<file path="config.mk">
export PLATFORM = sky130hd
export DESIGN_NAME = dffram_port_ctrl
export DESIGN_NICKNAME = d
export VERILOG_FILES = /design/src/rtl/dffram_pkg.sv /design/src/rtl/dffram_rsp_fifo.sv /design/src/rtl/dffram_port_ctrl.sv
export SDC_FILE = /design/constraint.sdc
export NUM_CORES = 1
export LEC_CHECK = 0
export ABC_AREA = 1
export CORE_MARGIN = 8
export CORE_UTILIZATION = 35
export CTS_BUF_LIST = sky130_fd_sc_hd__clkbuf_16
export DETAILED_ROUTE_END_ITERATION = 6
export PLACE_DENSITY = 0.75
export REMOVE_ABC_BUFFERS = 1
export SLEW_MARGIN = 25
export SYNTH_ARGS = -nofsm -noshare
export SYNTH_HDL_FRONTEND = slang
export SYNTH_HIERARCHICAL = 1
export SYNTH_SLANG_ARGS = --single-unit
</file>
<file path="constraint.sdc">
create_clock -name CLK -period 8 [get_ports CLK]
set_input_delay 1.6 -clock CLK [delete_from_list [all_inputs] [get_ports CLK]]
set_output_delay 1.6 -clock CLK [all_outputs]
set_load 0.05 [all_outputs]
</file>
<file path="src/rtl/dffram_pkg.sv">
// Shared DFFRAM port definitions: data/mask widths, write-mask constants and controller state encoding.
package dffram_pkg;

  localparam int DFFRAM_DW   = 32;
  localparam int DFFRAM_WE_W = 4;

  localparam logic [DFFRAM_WE_W-1:0] WE_ALL  = 4'hF;
  localparam logic [DFFRAM_WE_W-1:0] WE_READ = 4'h0;

  typedef enum logic [1:0] {
    BOOT = 2'd0,
    INIT = 2'd1,
    RUN  = 2'd2
  } state_e;

  // A request with an all-zero byte mask is a read.
  function automatic logic is_read(input logic [DFFRAM_WE_W-1:0] we);
    return we == WE_READ;
  endfunction

endpackage

</file>
<file path="src/rtl/dffram_rsp_fifo.sv">
// Two-entry response FIFO: push/pop same cycle allowed, head visible combinationally, zero latency to head.
// No internal backpressure: the producer must not push when full unless popping in the same cycle.
module dffram_rsp_fifo
  import dffram_pkg::*;
#(
  parameter int DW = DFFRAM_DW
) (
  input  logic          clk_i,
  input  logic          rst_i,
  input  logic          push_i,
  input  logic [DW-1:0] push_dat_i,
  input  logic          pop_i,
  output logic [DW-1:0] head_dat_o,
  output logic          vld_o,
  output logic [1:0]    count_o
);

  logic [DW-1:0] mem_q [2];
  logic          wr_ptr_q;
  logic          rd_ptr_q;
  logic [1:0]    count_q;
  logic          do_push;
  logic          do_pop;

  assign do_pop  = pop_i && (count_q != 2'd0);
  assign do_push = push_i && ((count_q != 2'd2) || do_pop);

  always_ff @(posedge clk_i or posedge rst_i) begin
    if (rst_i) begin
      wr_ptr_q <= 1'b0;
      rd_ptr_q <= 1'b0;
      count_q  <= 2'd0;
    end else begin
      if (do_push) begin
        wr_ptr_q <= ~wr_ptr_q;
      end
      if (do_pop) begin
        rd_ptr_q <= ~rd_ptr_q;
      end
      case ({do_push, do_pop})
        2'b10:   count_q <= count_q + 2'd1;
        2'b01:   count_q <= count_q - 2'd1;
        default: count_q <= count_q;
      endcase
    end
  end

  // Storage needs no reset; the count alone defines what is valid.
  always_ff @(posedge clk_i) begin
    if (do_push) begin
      mem_q[wr_ptr_q] <= push_dat_i;
    end
  end

  assign head_dat_o = mem_q[rd_ptr_q];
  assign vld_o      = (count_q != 2'd0);
  assign count_o    = count_q;

endmodule

</file>
<file path="src/rtl/dffram_port_ctrl.sv">
// DFFRAM initiator port: request stream to RAM cycles, in-order read data via a 2-entry FIFO, zero-fill on boot/command.
// Fire-to-rsp_valid is 2 cycles; req_ready is credit-gated on FIFO occupancy plus the in-flight read and held low while filling.
module dffram_port_ctrl
  import dffram_pkg::*;
#(
  parameter int A_WIDTH       = 9,
  parameter bit INIT_ON_RESET = 1'b1
) (
  input  logic                   CLK,
  input  logic                   RST,
  input  logic                   init_start,
  output logic                   init_busy,
  input  logic                   req_valid,
  output logic                   req_ready,
  input  logic [DFFRAM_WE_W-1:0] req_we,
  input  logic [A_WIDTH-1:0]     req_addr,
  input  logic [DFFRAM_DW-1:0]   req_wdata,
  output logic                   rsp_valid,
  input  logic                   rsp_ready,
  output logic [DFFRAM_DW-1:0]   rsp_rdata,
  output logic                   ram_EN0,
  output logic [DFFRAM_WE_W-1:0] ram_WE0,
  output logic [A_WIDTH-1:0]     ram_A0,
  output logic [DFFRAM_DW-1:0]   ram_Di0,
  input  logic [DFFRAM_DW-1:0]   ram_Do0
);

  localparam logic [A_WIDTH-1:0] CNT_LAST = '1;
  localparam logic [A_WIDTH-1:0] CNT_ONE  = A_WIDTH'(1);

  state_e             state_q, state_d;
  logic [A_WIDTH-1:0] cnt_q, cnt_d;
  logic               inflight_q, inflight_d;
  logic               init_pend_q, init_pend_d;

  logic               run_rdy;
  logic               fire;
  logic               fifo_pop;
  logic               fifo_vld;
  logic [1:0]         fifo_cnt;
  logic [2:0]         occ;

  // A read still inside the RAM already owns a FIFO slot.
  assign occ       = {1'b0, fifo_cnt} + {2'b00, inflight_q};
  assign run_rdy   = (state_q == RUN) && !init_pend_q && (occ < 3'd2);
  assign req_ready = run_rdy;
  assign fire      = req_valid && run_rdy;
  assign fifo_pop  = fifo_vld && rsp_ready;
  assign rsp_valid = fifo_vld;
  assign init_busy = init_pend_q || (state_q == INIT) || ((state_q == BOOT) && INIT_ON_RESET);

  always_comb begin
    state_d     = state_q;
    cnt_d       = cnt_q;
    init_pend_d = init_pend_q;
    inflight_d  = 1'b0;
    ram_EN0     = 1'b0;
    ram_WE0     = WE_READ;
    ram_A0      = '0;
    ram_Di0     = '0;
    unique case (state_q)
      BOOT: begin
        state_d = INIT_ON_RESET ? INIT : RUN;
      end
      INIT: begin
        ram_EN0 = 1'b1;
        ram_WE0 = WE_ALL;
        ram_A0  = cnt_q;
        cnt_d   = cnt_q + CNT_ONE;
        if (cnt_q == CNT_LAST) begin
          state_d = RUN;
        end
      end
      RUN: begin
        if (fire) begin
          ram_EN0    = 1'b1;
          ram_WE0    = req_we;
          ram_A0     = req_addr;
          ram_Di0    = req_wdata;
          inflight_d = is_read(req_we);
        end
        if (init_start) begin
          init_pend_d = 1'b1;
        end
        // Start the fill only once every accepted read has been handed off.
        if (init_pend_q && !fifo_vld && !inflight_q) begin
          state_d     = INIT;
          init_pend_d = 1'b0;
        end
      end
      default: begin
        state_d = BOOT;
      end
    endcase
  end

  always_ff @(posedge CLK or posedge RST) begin
    if (RST) begin
      state_q     <= BOOT;
      cnt_q       <= '0;
      inflight_q  <= 1'b0;
      init_pend_q <= 1'b0;
    end else begin
      state_q     <= state_d;
      cnt_q       <= cnt_d;
      inflight_q  <= inflight_d;
      init_pend_q <= init_pend_d;
    end
  end

  dffram_rsp_fifo #(
    .DW(DFFRAM_DW)
  ) u_rsp_fifo (
    .clk_i      (CLK),
    .rst_i      (RST),
    .push_i     (inflight_q),
    .push_dat_i (ram_Do0),
    .pop_i      (fifo_pop),
    .head_dat_o (rsp_rdata),
    .vld_o      (fifo_vld),
    .count_o    (fifo_cnt)
  );

endmodule

</file>
==> qor.csv, run 1 <==
stage;metric;value;unit
run_status;status;completed;
floorplanning;die_h;122;um
cells_and_area;diodes;0;
sta;rsz0062_at_grt;false;
power_and_ir_drop;vdd_ir_drop_max;0.000180;V
run;max_cap_violations;0;
clock_tree;cts_setup_buffers;0;
cells_and_area;fillers;931;
sta;drv_slew;0;
sta;worst_pin_slew;0.967;ns
worst_hold_path;hold_end;u_rsp_fifo/wr_ptr_q$_DFFE_PP0P_;
sta;min_period;5.35;ns
global_routing;grt_pass1_vias;3275;
route;drt_iter0_drc;135;
clock_tree;clock_sinks;81;
floorplanning;coreArea;10800;um^2
worst_hold_path;timing.hold.worst_path_depth;2;
setup_path;path_max_fanout;34;
route;route.detailed.wl_per_inst;16.2;um
power_and_ir_drop;pwr_density_cell;232;nW/um^2
clock_tree;cts_tree;built;
route;drc_errors;0;
setup_path;ff2ff_path_depth;8;
setup_path;crit_type;input pin to output pin;
route;drtAntennaViolNets;0;
power_and_ir_drop;p_int;909;uW
placement;hpwl;8010;um
placement;pre_cts_ws;2.65;ns
sta;fin_crit_sh;0.669;
clock_tree;insertion_delay;0.33;ns
global_routing;track_usage;0.142;
cells_and_area;syn_to_final_growth;50.8;%
clock_tree;hold_buffers;0;
synthesis;synth_area;3900;um^2
route;wirelength;10300;um
floorplanning;initial_core_util;0.360;
synthesis;avgSynthCellArea;11.8;um^2
sta;worst_slack;2.65;ns
global_routing;grt_start_max_net_pins;35;
power_and_ir_drop;power_frac_comb;0.347;
clock_tree;clock_tree.root_cell;clkbuf_16;
global_routing;grt_pass1_wl;16400;um
floorplanning;die-area;14800;um^2
sta;skew;0.00604;ns
clock_tree;path_clk_slew;0.06;ns
power_and_ir_drop;netSwitchingPower;454;uW
cells_and_area;nets;582;
sta;fin_tns_setup;0;ns
power_and_ir_drop;leakagePower;2.45;nW
route;drt_first_pass_iters;4;
cells_and_area;fin_area;5880;um^2
route;num_vias;2916;
sta;max_freq;187;MHz
floorplanning;placementRows;38;
cells_and_area;instances_no_fill;639;
synthesis;synthDistinctLibCells;29;
clock_tree;cts.path.max_buffers;2;
cells_and_area;drive_gt1_frac;0.114;
worst_hold_path;min_from;u_rsp_fifo/wr_ptr_q$_DFFE_PP0P_;
sta;whs;0.478;ns
power_and_ir_drop;swShare;0.333;
setup_path;crit_path_end_kind;output pin;
placement;numPortBuffers;162;
global_routing;overflow;0;
setup_path;max_stage_delay;0.83;ns
setup_path;worst_path_max_delay_cell;clkdlybuf4s50_1;
synthesis;ys_seq_area_frac;0.602;
route;viasPerCell;4.56;
power_and_ir_drop;p_seq_frac;0.358;
clock_tree;htreeDepth;3;
setup_path;critPathLaunchType;input pin;
placement;gp_congestion;0.795;
floorplanning;die_w;122;um
placement;placed_area;5590;um^2
floorplanning;ioPinCount;163;
global_routing;antenna_found_initial;0;
setup_path;r2r_end;u_rsp_fifo/mem_q[1][30]$_DFFE_PP_;
sta;setup_violations;0;
setup_path;r2r_start;u_rsp_fifo/count_o[0]$_DFFE_PP0P_;
setup_path;cp_common_cell;clkdlybuf4s50_1;
synthesis;syn_inst;330;
setup_path;required;6.40;ns
placement;place_inst;623;
power_and_ir_drop;power.clock.fraction;0.295;
clock_tree;numCtsBuffers;9;
setup_path;critical_path_arrival;3.75;ns
sta;finalHoldViolCount;0;
setup_path;r2r_setup_slack;5.72;ns
setup_path;path_cells;clkdlybuf4s50_1 > nand2_4 > a21oi_1 > clkdlybuf4s50_1;
sta;slew_headroom;0.354;
clock_tree;cts-resized-gates;0;
synthesis;synth-warning-count;6;
synthesis;ys_ff_latch;81;
worst_hold_path;hp-class;flip-flop to flip-flop;
-- cells by family after synthesis --
logic type,count (synthesis),synth area share
mux,32,0.120
buf+inv,68,0.0895
fa+ha+maj,6,0.0192
simple gates,116,0.126
flops,81,0.602
compound gates,20,0.0269
xor+xnor,7,0.0157
-- cells in the mapped netlist (all sizes together) --
library cell	n	share of area
clkinv	1	0.00096
nor2	41	0.041
xor2	5	0.011
o21ai	1	0.0013
mux2	32	0.12
nor3	3	0.0038
xnor2	2	0.0045
clkbuf	2	0.0045
o21bai	1	0.0019
buf	9	0.030
a21oi	17	0.022
nand3	21	0.028
o31ai	1	0.0019
edfxtp	64	0.49
ha	6	0.019
nand2	50	0.051
inv	56	0.054
dfrtp	17	0.11
nand4	1	0.0016
-- how the worst max path moves through the flow --
| stage | cells past startpoint | from | to | slack, ns |
|---|---|---|---|---|
| 6_report | 4 | req_valid | ram_EN0 | 2.65 |
| 4_1_cts | 4 | req_valid | ram_EN0 | 2.63 |
| 2_1_floorplan | 2 | req_valid | ram_EN0 | 3.82 |
| 5_1_grt | 4 | req_valid | ram_EN0 | 2.52 |
| 3_5_place_dp | 4 | req_valid | ram_EN0 | 2.65 |
| 3_3_place_gp | 4 | req_valid | ram_EN0 | 2.69 |
-- registers in the layout, indices dropped and copies added, names as in the netlist --
name	count
inflight_q	1
u_rsp_fifo/mem_q	64
cnt_q	9
u_rsp_fifo/rd_ptr_q	1
init_pend_q	1
u_rsp_fifo/count_o	2
state_q	2
u_rsp_fifo/wr_ptr_q	1
-- cell usage in the layout, fill, tap and decap left out, drive strengths merged --
master / instances
inv: 58
nor3: 3
mux2: 32
xor2: 5
nand4: 1
o21bai: 1
nand3: 21
clkdlybuf4s50: 162
nand2: 50
edfxtp: 64
clkinvlp: 2
xnor2: 2
ha: 6
a21oi: 17
buf: 2
nor2: 41
bufinv: 1
clkbuf: 9
o31ai: 1
o21ai: 1
clkinv: 3
dfrtp: 17
-- metal layers --
metal	global-route usage	part of all wire
met3	0.0819	0.13
met1	0.143	0.39
met2	0.242	0.47
met5	0	0
met4	0.0463	0.014
-- worst max-delay path: cells and delay by family --
kind / cells / cell delay, ns
buffers and inverters: 2 / 1.63
AND/OR/NAND/NOR: 1 / 0.30
AO/OA/AOI/OAI: 1 / 0.21
-- stage by stage --
step | utilization | power (mW)
2_1_floorplan | - | 0.816
3_5_place_dp | 0.515 | 0.976
6_report | 0.543 | 1.36
3_3_place_gp | 0.515 | 0.967
4_1_cts | 0.543 | 1.38
5_1_grt | 0.543 | 1.41
-- area by class of cell --
type / instances / area (um^2) / share of cell area
sequential: 81 / 2350 / 0.399
timing repair buffer: 164 / 1640 / 0.278
multi-input combinational: 181 / 1210 / 0.206
clock buffer: 9 / 225 / 0.0383
inverter: 57 / 214 / 0.0364
tap: 140 / 175 / 0.0298
clock inverter: 7 / 71.3 / 0.0121
-- power groups by stage --
stage | logic (mW) | clock network (mW) | registers [mW]
2_1_floorplan | 0.306 | 0 | 0.509
3_3_place_gp | 0.470 | 0 | 0.497
3_5_place_dp | 0.478 | 0 | 0.497
4_1_cts | 0.480 | 0.411 | 0.488
5_1_grt | 0.496 | 0.427 | 0.490
6_report | 0.473 | 0.402 | 0.488
Note: power is estimated with default switching activity, not from simulation.
==> run 2: changes to the inputs <==
Clock period 8 ns to 5 ns, I/O delays scaled along.
==> qor.csv, run 2 (same netlist as run 1, synthesis figures left out) <==
stage;metric;value;unit
run_status;status;completed;
route;viasPerCell;4.59;
global_routing;grt_pass1_wl;16500;um
run;max_cap_violations;0;
sta;skew;0.00559;ns
sta;worst_pin_slew;0.887;ns
floorplanning;coreArea;10800;um^2
cells_and_area;utilization;0.544;
setup_path;cp_common_cell;clkdlybuf4s50_1;
placement;hpwl;8170;um
sta;drv_slew;0;
cells_and_area;mostFrequentLayoutCells;clkdlybuf4s50_1, edfxtp_1, inv_1;
clock_tree;cts_setup_buffers;0;
cells_and_area;final_common_cell;clkdlybuf4s50_1;
cells_and_area;nets;583;
route;num_vias;2933;
placement;gp_congestion;0.796;
route;drtAntennaViolNets;0;
cells_and_area;syn_to_final_growth;51.2;%
clock_tree;path_clk_slew;0.06;ns
setup_path;worst_path_max_delay_cell;clkdlybuf4s50_1;
setup_path;path_max_fanout;34;
sta;setup_violations;0;
route;drc_errors;0;
cells_and_area;drive_gt1_frac;0.112;
floorplanning;initial_core_util;0.360;
cells_and_area;register_area;2350;um^2
route;route.detailed.wl_per_inst;16.2;um
route;drt_first_pass_iters;4;
global_routing;track_usage;0.142;
clock_tree;clock_sinks;81;
floorplanning;placementRows;38;
setup_path;crit_path_end_kind;output pin;
power_and_ir_drop;leakagePower;2.46;nW
clock_tree;cts_tree;built;
global_routing;grt_start_max_net_pins;35;
sta;min_period;4.14;ns
clock_tree;clock_tree.root_cell;clkbuf_16;
sta;rsz0062_at_grt;false;
clock_tree;cts-resized-gates;0;
setup_path;required;4.00;ns
clock_tree;insertion_delay;0.32;ns
floorplanning;ioPinCount;163;
sta;fin_crit_sh;0.828;
sta;worst_slack;0.861;ns
clock_tree;hold_buffers;0;
floorplanning;die_h;122;um
setup_path;max_stage_delay;0.83;ns
cells_and_area;diodes;0;
placement;numPortBuffers;162;
cells_and_area;largest_register;u_rsp_fifo/mem_q;
global_routing;antenna_found_initial;0;
setup_path;critical_path_arrival;3.14;ns
power_and_ir_drop;pwr_density_cell;366;nW/um^2
clock_tree;cts.path.max_buffers;2;
sta;max_freq;242;MHz
cells_and_area;largest_reg_flops;64;
clock_tree;htreeDepth;3;
floorplanning;die-area;14800;um^2
power_and_ir_drop;vdd_ir_drop_max;0.000206;V
cells_and_area;reg_top3;u_rsp_fifo/mem_q: 64 flops, cnt_q: 9 flops;
sta;slew_headroom;0.408;
cells_and_area;fillers;911;
cells_and_area;multiInputGateArea;1210;um^2
setup_path;path_cells;clkdlybuf4s50_1 > nand2_4 > a21oi_1 > clkdlybuf4s50_1;
clock_tree;numCtsBuffers;9;
floorplanning;die_w;122;um
placement;pre_cts_ws;0.846;ns
global_routing;grt_pass1_vias;3289;
sta;finalHoldViolCount;0;
global_routing;overflow;0;
sta;fin_tns_setup;0;ns
route;wirelength;10400;um
worst_hold_path;hp-class;flip-flop to flip-flop;
route;drt_iter0_drc;106;
setup_path;crit_type;input pin to output pin;
setup_path;critPathLaunchType;input pin;
[run 2: layer usage]
| metal | GRT usage | routed length [um] |
|---|---|---|
| met1 | 0.147 | 4040 |
| met2 | 0.237 | 4780 |
| met3 | 0.0750 | 1310 |
| met4 | 0.0617 | 239 |
| met5 | 0 | 0 |
[run 2: cell type report]
class                           count  area share
Inverter                           57      0.0363
Clock buffer                        9      0.0382
Timing Repair Buffer              165       0.282
Clock inverter                      6      0.0102
Tap cell                          140      0.0297
Sequential cell                    81       0.398
Multi-Input combinational cell    181       0.205
[run 2: path summary, 6_finish.rpt]
check                      slack (ns)  depth (start not counted)                               from                                end
min reg2reg                      0.48                          2    u_rsp_fifo/wr_ptr_q$_DFFE_PP0P_    u_rsp_fifo/wr_ptr_q$_DFFE_PP0P_
max in group asynchronous        3.62                          2                                RST               cnt_q[4]$_DFFE_PP0N_
min in group asynchronous        0.90                          2                                RST  u_rsp_fifo/count_o[0]$_DFFE_PP0P_
max reg2reg                      2.93                          9  u_rsp_fifo/count_o[1]$_DFFE_PP0P_   u_rsp_fifo/mem_q[1][2]$_DFFE_PP_
min                              0.48                          2    u_rsp_fifo/wr_ptr_q$_DFFE_PP0P_    u_rsp_fifo/wr_ptr_q$_DFFE_PP0P_
max                              0.86                          4                          req_valid                            ram_EN0
[run 2: stage by stage]
step           total power, mW  area (um^2)  hold WS, ns  instances
2_1_floorplan             1.31         3760        0.442        319
3_3_place_gp              1.55         5590        0.453        623
3_5_place_dp              1.56         5590        0.477        623
4_1_cts                   2.19         5870        0.491        638
5_1_grt                   2.24         5900        0.520        639
6_report                  2.16         5900        0.484        639
[run 2: power breakdown]
| group | internal (mW) | leakage (nW) | switching [mW] |
|---|---|---|---|
| clock | 0.381 | 0.140 | 0.239 |
| combinational | 0.333 | 1.53 | 0.397 |
| sequential | 0.739 | 0.792 | 0.0718 |
[run 2: critical path: cells and delay by family]
family                 cells  cell delay (ns)
buffers and inverters      2             1.61
AOI/OAI and AO/OA          1             0.23
and+or+nand+nor            1             0.29
